<file path="src/rtl/module_adder_arb_pkg.sv">
// rtl/module_adder_arb_pkg.sv - shared types and constants for the adder arbiter (stats under ADDER_ARB_STATS_EN)
package module_adder_arb_pkg;

  typedef enum logic [1:0] {
    IDLE = 2'd0,
    CALC = 2'd1,
    RESP = 2'd2
  } arb_state_t;

  localparam int ANCHO_DEF  = 8;
  localparam int N_REQ_DEF  = 4;
  localparam int STAT_CNT_W = 16;

endpackage

</file>
<file path="src/rtl/module_carry_look_ahead_adder.sv">
// rtl/module_carry_look_ahead_adder.sv - unsigned carry-look-ahead adder, 4-bit lookahead groups
module module_carry_look_ahead_adder #(
  parameter int ANCHO = 8
) (
  input  logic [ANCHO-1:0] a,
  input  logic [ANCHO-1:0] b,
  output logic [ANCHO:0]   s
);

  // Operands are zero-padded to whole 4-bit groups; padding bits never generate or propagate.
  localparam int NG = (ANCHO + 3) / 4;
  localparam int W  = NG * 4;

  logic [W-1:0] a_ext;
  logic [W-1:0] b_ext;
  logic [W-1:0] g;
  logic [W-1:0] p;
  logic [W:0]   c;

  // Group carries are flattened lookahead equations; groups chain through their carry-out.
  always_comb begin
    a_ext = '0;
    b_ext = '0;
    a_ext[ANCHO-1:0] = a;
    b_ext[ANCHO-1:0] = b;
    g = a_ext & b_ext;
    p = a_ext ^ b_ext;
    c = '0;
    for (int k = 0; k < NG; k++) begin
      c[4*k+1] = g[4*k]
               | (p[4*k] & c[4*k]);
      c[4*k+2] = g[4*k+1]
               | (p[4*k+1] & g[4*k])
               | (p[4*k+1] & p[4*k] & c[4*k]);
      c[4*k+3] = g[4*k+2]
               | (p[4*k+2] & g[4*k+1])
               | (p[4*k+2] & p[4*k+1] & g[4*k])
               | (p[4*k+2] & p[4*k+1] & p[4*k] & c[4*k]);
      c[4*k+4] = g[4*k+3]
               | (p[4*k+3] & g[4*k+2])
               | (p[4*k+3] & p[4*k+2] & g[4*k+1])
               | (p[4*k+3] & p[4*k+2] & p[4*k+1] & g[4*k])
               | (p[4*k+3] & p[4*k+2] & p[4*k+1] & p[4*k] & c[4*k]);
    end
  end

  assign s = {c[ANCHO], p[ANCHO-1:0] ^ c[ANCHO-1:0]};

endmodule

</file>
<file path="src/rtl/module_adder_arbiter.sv">
// rtl/module_adder_arbiter.sv - round-robin sequencer sharing one CLA adder; ADDER_ARB_STATS_EN adds op/carry counters
module module_adder_arbiter
  import module_adder_arb_pkg::*;
#(
  parameter int ANCHO = ANCHO_DEF,
  parameter int N_REQ = N_REQ_DEF,
  localparam int ID_W = $clog2(N_REQ)
) (
  input  logic             clk,
  input  logic             rst,
  input  logic [N_REQ-1:0] req_valid,
  output logic [N_REQ-1:0] req_ready,
  input  logic [ANCHO-1:0] req_a [N_REQ],
  input  logic [ANCHO-1:0] req_b [N_REQ],
  output logic             resp_valid,
  input  logic             resp_ready,
  output logic [ID_W-1:0]  resp_id,
  output logic [ANCHO:0]   resp_sum
`ifdef ADDER_ARB_STATS_EN
  ,
  output logic [STAT_CNT_W-1:0] ops_count,
  output logic [STAT_CNT_W-1:0] carry_count
`endif
);

  arb_state_t       state;
  arb_state_t       next_state;
  logic [ID_W-1:0]  ptr;
  logic [ID_W-1:0]  id_q;
  logic [ANCHO-1:0] op_a;
  logic [ANCHO-1:0] op_b;
  logic [ANCHO:0]   add_s;
  logic [ID_W:0]    pick;
  logic             pick_found;
  logic [ID_W-1:0]  pick_idx;
  logic             accept;
  logic             resp_hs;
  logic [ID_W-1:0]  ptr_next;

  // First valid requester at or after start, wrapping modulo N_REQ; MSB flags a hit.
  function automatic logic [ID_W:0] rr_pick(input logic [N_REQ-1:0] valid,
                                            input logic [ID_W-1:0]  start);
    logic            found;
    logic [ID_W-1:0] idx;
    logic [ID_W-1:0] cand;
    int              j;
    found = 1'b0;
    idx   = '0;
    for (int i = 0; i < N_REQ; i++) begin
      j = int'(start) + i;
      if (j >= N_REQ) j = j - N_REQ;
      cand = ID_W'(j);
      if (!found && valid[cand]) begin
        found = 1'b1;
        idx   = cand;
      end
    end
    return {found, idx};
  endfunction

  assign pick       = rr_pick(req_valid, ptr);
  assign pick_found = pick[ID_W];
  assign pick_idx   = pick[ID_W-1:0];
  assign ptr_next   = (id_q == ID_W'(N_REQ - 1)) ? '0 : id_q + ID_W'(1);

  module_carry_look_ahead_adder #(
    .ANCHO(ANCHO)
  ) u_cla (
    .a(op_a),
    .b(op_b),
    .s(add_s)
  );

  // Next-state and handshake decode; the grant is combinational so IDLE accepts in one cycle.
  always_comb begin
    next_state = state;
    req_ready  = '0;
    accept     = 1'b0;
    resp_hs    = 1'b0;
    case (state)
      IDLE: begin
        if (pick_found && !rst) begin
          req_ready[pick_idx] = 1'b1;
          accept              = 1'b1;
          next_state          = CALC;
        end
      end
      CALC: begin
        next_state = RESP;
      end
      RESP: begin
        if (resp_ready) begin
          resp_hs    = 1'b1;
          next_state = IDLE;
        end
      end
      default: begin
        next_state = IDLE;
      end
    endcase
  end

  // State, operand/owner capture, sum capture and rotating pointer update.
  always_ff @(posedge clk) begin
    if (rst) begin
      state    <= IDLE;
      ptr      <= '0;
      id_q     <= '0;
      op_a     <= '0;
      op_b     <= '0;
      resp_sum <= '0;
    end else begin
      state <= next_state;
      if (accept) begin
        op_a <= req_a[pick_idx];
        op_b <= req_b[pick_idx];
        id_q <= pick_idx;
      end
      if (state == CALC) begin
        resp_sum <= add_s;
      end
      if (resp_hs) begin
        ptr <= ptr_next;
      end
    end
  end

  assign resp_valid = (state == RESP);
  assign resp_id    = id_q;

`ifdef ADDER_ARB_STATS_EN
  // Wrapping counters of completed responses and of those that produced a carry out.
  always_ff @(posedge clk) begin
    if (rst) begin
      ops_count   <= '0;
      carry_count <= '0;
    end else if (resp_hs) begin
      ops_count <= ops_count + STAT_CNT_W'(1);
      if (resp_sum[ANCHO]) begin
        carry_count <= carry_count + STAT_CNT_W'(1);
      end
    end
  end
`endif

endmodule
</file>
<file path="config.mk">
export PLATFORM = sky130hd
export DESIGN_NAME = module_adder_arbiter
export DESIGN_NICKNAME = d
export VERILOG_FILES = /design/src/rtl/module_adder_arb_pkg.sv /design/src/rtl/module_carry_look_ahead_adder.sv /design/src/rtl/module_adder_arbiter.sv
export SDC_FILE = /design/constraint.sdc
export NUM_CORES = 1
export LEC_CHECK = 0
export ABC_AREA = 1
export CORE_MARGIN = 10
export CORE_UTILIZATION = 45
export CTS_CLUSTER_SIZE = 10
export DETAILED_ROUTE_END_ITERATION = 16
export GPL_ROUTABILITY_DRIVEN = 0
export PLACE_DENSITY = 0.91
export SLEW_MARGIN = 25
export SYNTH_ARGS = -nofsm -noshare
export SYNTH_HDL_FRONTEND = slang
export SYNTH_SLANG_ARGS = --single-unit
</file>
<file path="constraint.sdc">
create_clock -name clk -period 2.34 [get_ports clk]
set_input_delay 0.585 -clock clk [delete_from_list [all_inputs] [get_ports clk]]
set_output_delay 0.585 -clock clk [all_outputs]
set_load 0.01 [all_outputs]
</file>
==> metrics.cfg, run 1 <==
[pwr]
cellPowerDensity_mw_per_mm2=571
finalPower_w=0.00225
leakage_nw=1.96
ir_drop_uv=304

[cells_and_area]
multi_input_area_sq_mm=0.00172
stdcell_count=580
ff_latch_area_sq_um=628
area_growth_pct=62.8
antenna_cells=0
nNetsFinal=591
drive_gt1_share_pct=22.9
fillers=337

[critical_path]
worstPathArrival_ns=1.90
crit_start=req_valid[0]
worstPathRequired_ns=1.75
path_max_fanout=4
start_kind=input pin
critPathKind=in -> out
regToRegStartpoint=ptr[0]
cp-end-kind=primary output
reg2reg_depth=18

[logic_synthesis]
synthCells=396
synth.most_common_cell=nand2_1
syn_nets=478
syn-cell-area_sq_mm=0.00242
synth_ff_type=dfxtp_1
yosys-top-cells-area=dfxtp_1 (26%), nand3_1 (16%), nand2_1 (13%), nor2_1 (11%), inv_1 (7.6%)
synth_common_cells=nand2_1 (87), nand3_1 (76), nor2_1 (69)
yosys.cell_types.count=31
async_flop_share_pct=0
synth-edff-count=0
avgSynthCellArea_sq_um=6.12
synth_top_area_share_pct=25.6
yosysSeqAreaShare_pct=25.6
synth_warnings=0
yosysTopAreaCell=dfxtp_1
ys_ff_latch=31

[timing]
slew_headroom_pct=76.1
rsz0062_at_grt=yes
fin_setup_tns_ns=-0.475
hold_violations=0
fmax_ghz=0.402
setup_ws_ns=-0.150
period_minus_slack_ns=2.49
worst_pin_slew_ns=0.358
hold_ws_ns=0.528
finalSetupViolCount=5
finalClockSkew_ns=0.00323
finalCritPeriodShare_pct=106
slew_violations=0

[floorplan]
num_rows=26
die_x_um=93.4
ios=87
coreArea_sq_mm=0.00517
start_util_pct=46.8
dieArea_sq_mm=0.00872
die_h_um=93.4

[global_routing]
grt_overflow=0
grt_pass1_vias=3051
antenna_found_initial=0
grt_max_degree=34
grt_pass1_wl_mm=14.4
grt.total_usage_pct=20.1

[route]
route.detailed.drc=0
drt_wl_total_mm=9.60
viasPerCell=5.46
drt-initial-drc-count=270
dr.pass1.iters=5
vias=3167
detail-route-antenna-nets=0
wire_per_inst_um=16.6

[clocking]
clk_pin_slew_ns=0.06
clockRootBuffer=clkbuf_8
clk_latency_ns=0.29
cts.sinks=31
tritoncts=done
holdBufCountCts=0
cts_made_buffers=5
h-tree-depth=2
cts.path.max_buffers=2

[status]
status=complete, but fails checks
failed_checks=setup timing

[min_path]
holdPathStages=2
min_from=resp_sum[1]
hold_path.class=reg -> reg

[place]
dp_cells=557
hpwl_mm=6.20
port-buffer-count=86

[job]
maxCapViolCount=0

==> worst paths after layout <==
kind	endpoint	slack, ns
min	resp_sum[1]	0.53
min reg2reg	resp_sum[1]	0.53
max	req_ready[2]	-0.15
max reg2reg	op_a[3]	0
==> report_power, final <==
part	switching [W]	internal [W]
logic	0.000599	0.000510
registers	0.0000637	0.000609
clock network	0.000202	0.000268
==> placed cells by master, fill, tap and decap left out, types with 3 or more instances in the layout <==
cell	n
nor2_2	3
buf_4	29
nand2_2	17
nand3_1	71
dfxtp_1	29
nand2_4	19
o21ai_0	10
nor2_1	67
nor3_2	3
buf_12	3
ha_1	9
inv_1	46
a21o_1	3
nand3_2	5
clkdlybuf4s50_1	78
inv_2	3
nor2_4	4
buf_2	7
nand2_1	60
a21oi_1	9
clkbuf_8	7
==> sequential cells by signal (all words and copies together) (netlist names) <==
| signal | cells |
|---|---|
| resp_id | 2 |
| resp_sum | 9 |
| op_b | 8 |
| ptr | 2 |
| state | 2 |
| op_a | 8 |
==> logic make-up after synthesis <==
family | count (synthesis) | synth area share, %
buffers and inverters | 69 | 13.5
DFF | 31 | 25.6
and+or+nand+nor | 255 | 47.1
adders and majority gates | 11 | 6.30
AOI/OAI and AO/OA | 27 | 6.35
xor gates and xnor gates | 3 | 1.08
==> metrics by stage <==
stage               utilization [%]  area [sq um]  setup WS, ns
finish                         76.2          3940        -0.150
detailed placement             66.7          3450        -0.864
floorplan                         -          2430      -0.00101
global placement               66.7          3450        -0.768
global route                   76.2          3940        -0.231
CTS                            72.3          3740       -0.0342
==> layer usage <==
layer / global-route usage (%) / vias up / part of all wire [%]
met5: 0 / - / 0
met4: 8.35 / 0 / 4.8
met3: 4.96 / 44 / 8.9
met2: 35.0 / 187 / 50
met1: 22.8 / 1464 / 36
li1: - / 1472 / -
==> worst max-delay path, stage by stage <==
cell and delay, ns:
clkdlybuf4s15_2 0.21, inv_2 0.09, nand2_2 0.07, nand2_4 0.09
nand2_4 0.06, nand2_4 0.09, nand4_1 0.19, nand2_2 0.16
nor2_4 0.06, nor3_2 0.15, buf_2 0.15
==> timing repair <==
action	in CTS	in global routing
pin swaps	23	40
resized for setup	73	34
buffers inserted	9	3
cloned	1	2
endpoints found under the setup margin	9	6
==> layout make-up <==
cell class              count  area share (%)
multi-input cells         296            43.6
repair buffers            122            30.3
flip-flops and latches     31            15.9
inverters                  53            5.49
clock buffers               8            2.54
well taps                  70            2.22
Note: power is estimated with default switching activity, not from simulation.
==> inputs of run 2 (changes only) <==
--- a/config.mk
+++ b/config.mk
@@ -6,6 +6,7 @@
 export NUM_CORES = 1
 export LEC_CHECK = 0
 export ABC_AREA = 1
+export CAP_MARGIN = 20
 export CORE_MARGIN = 10
 export CORE_UTILIZATION = 45
 export CTS_CLUSTER_SIZE = 10
==> results of run 2 <==
Final layout, timing and power as in run 1 (identical DEF).
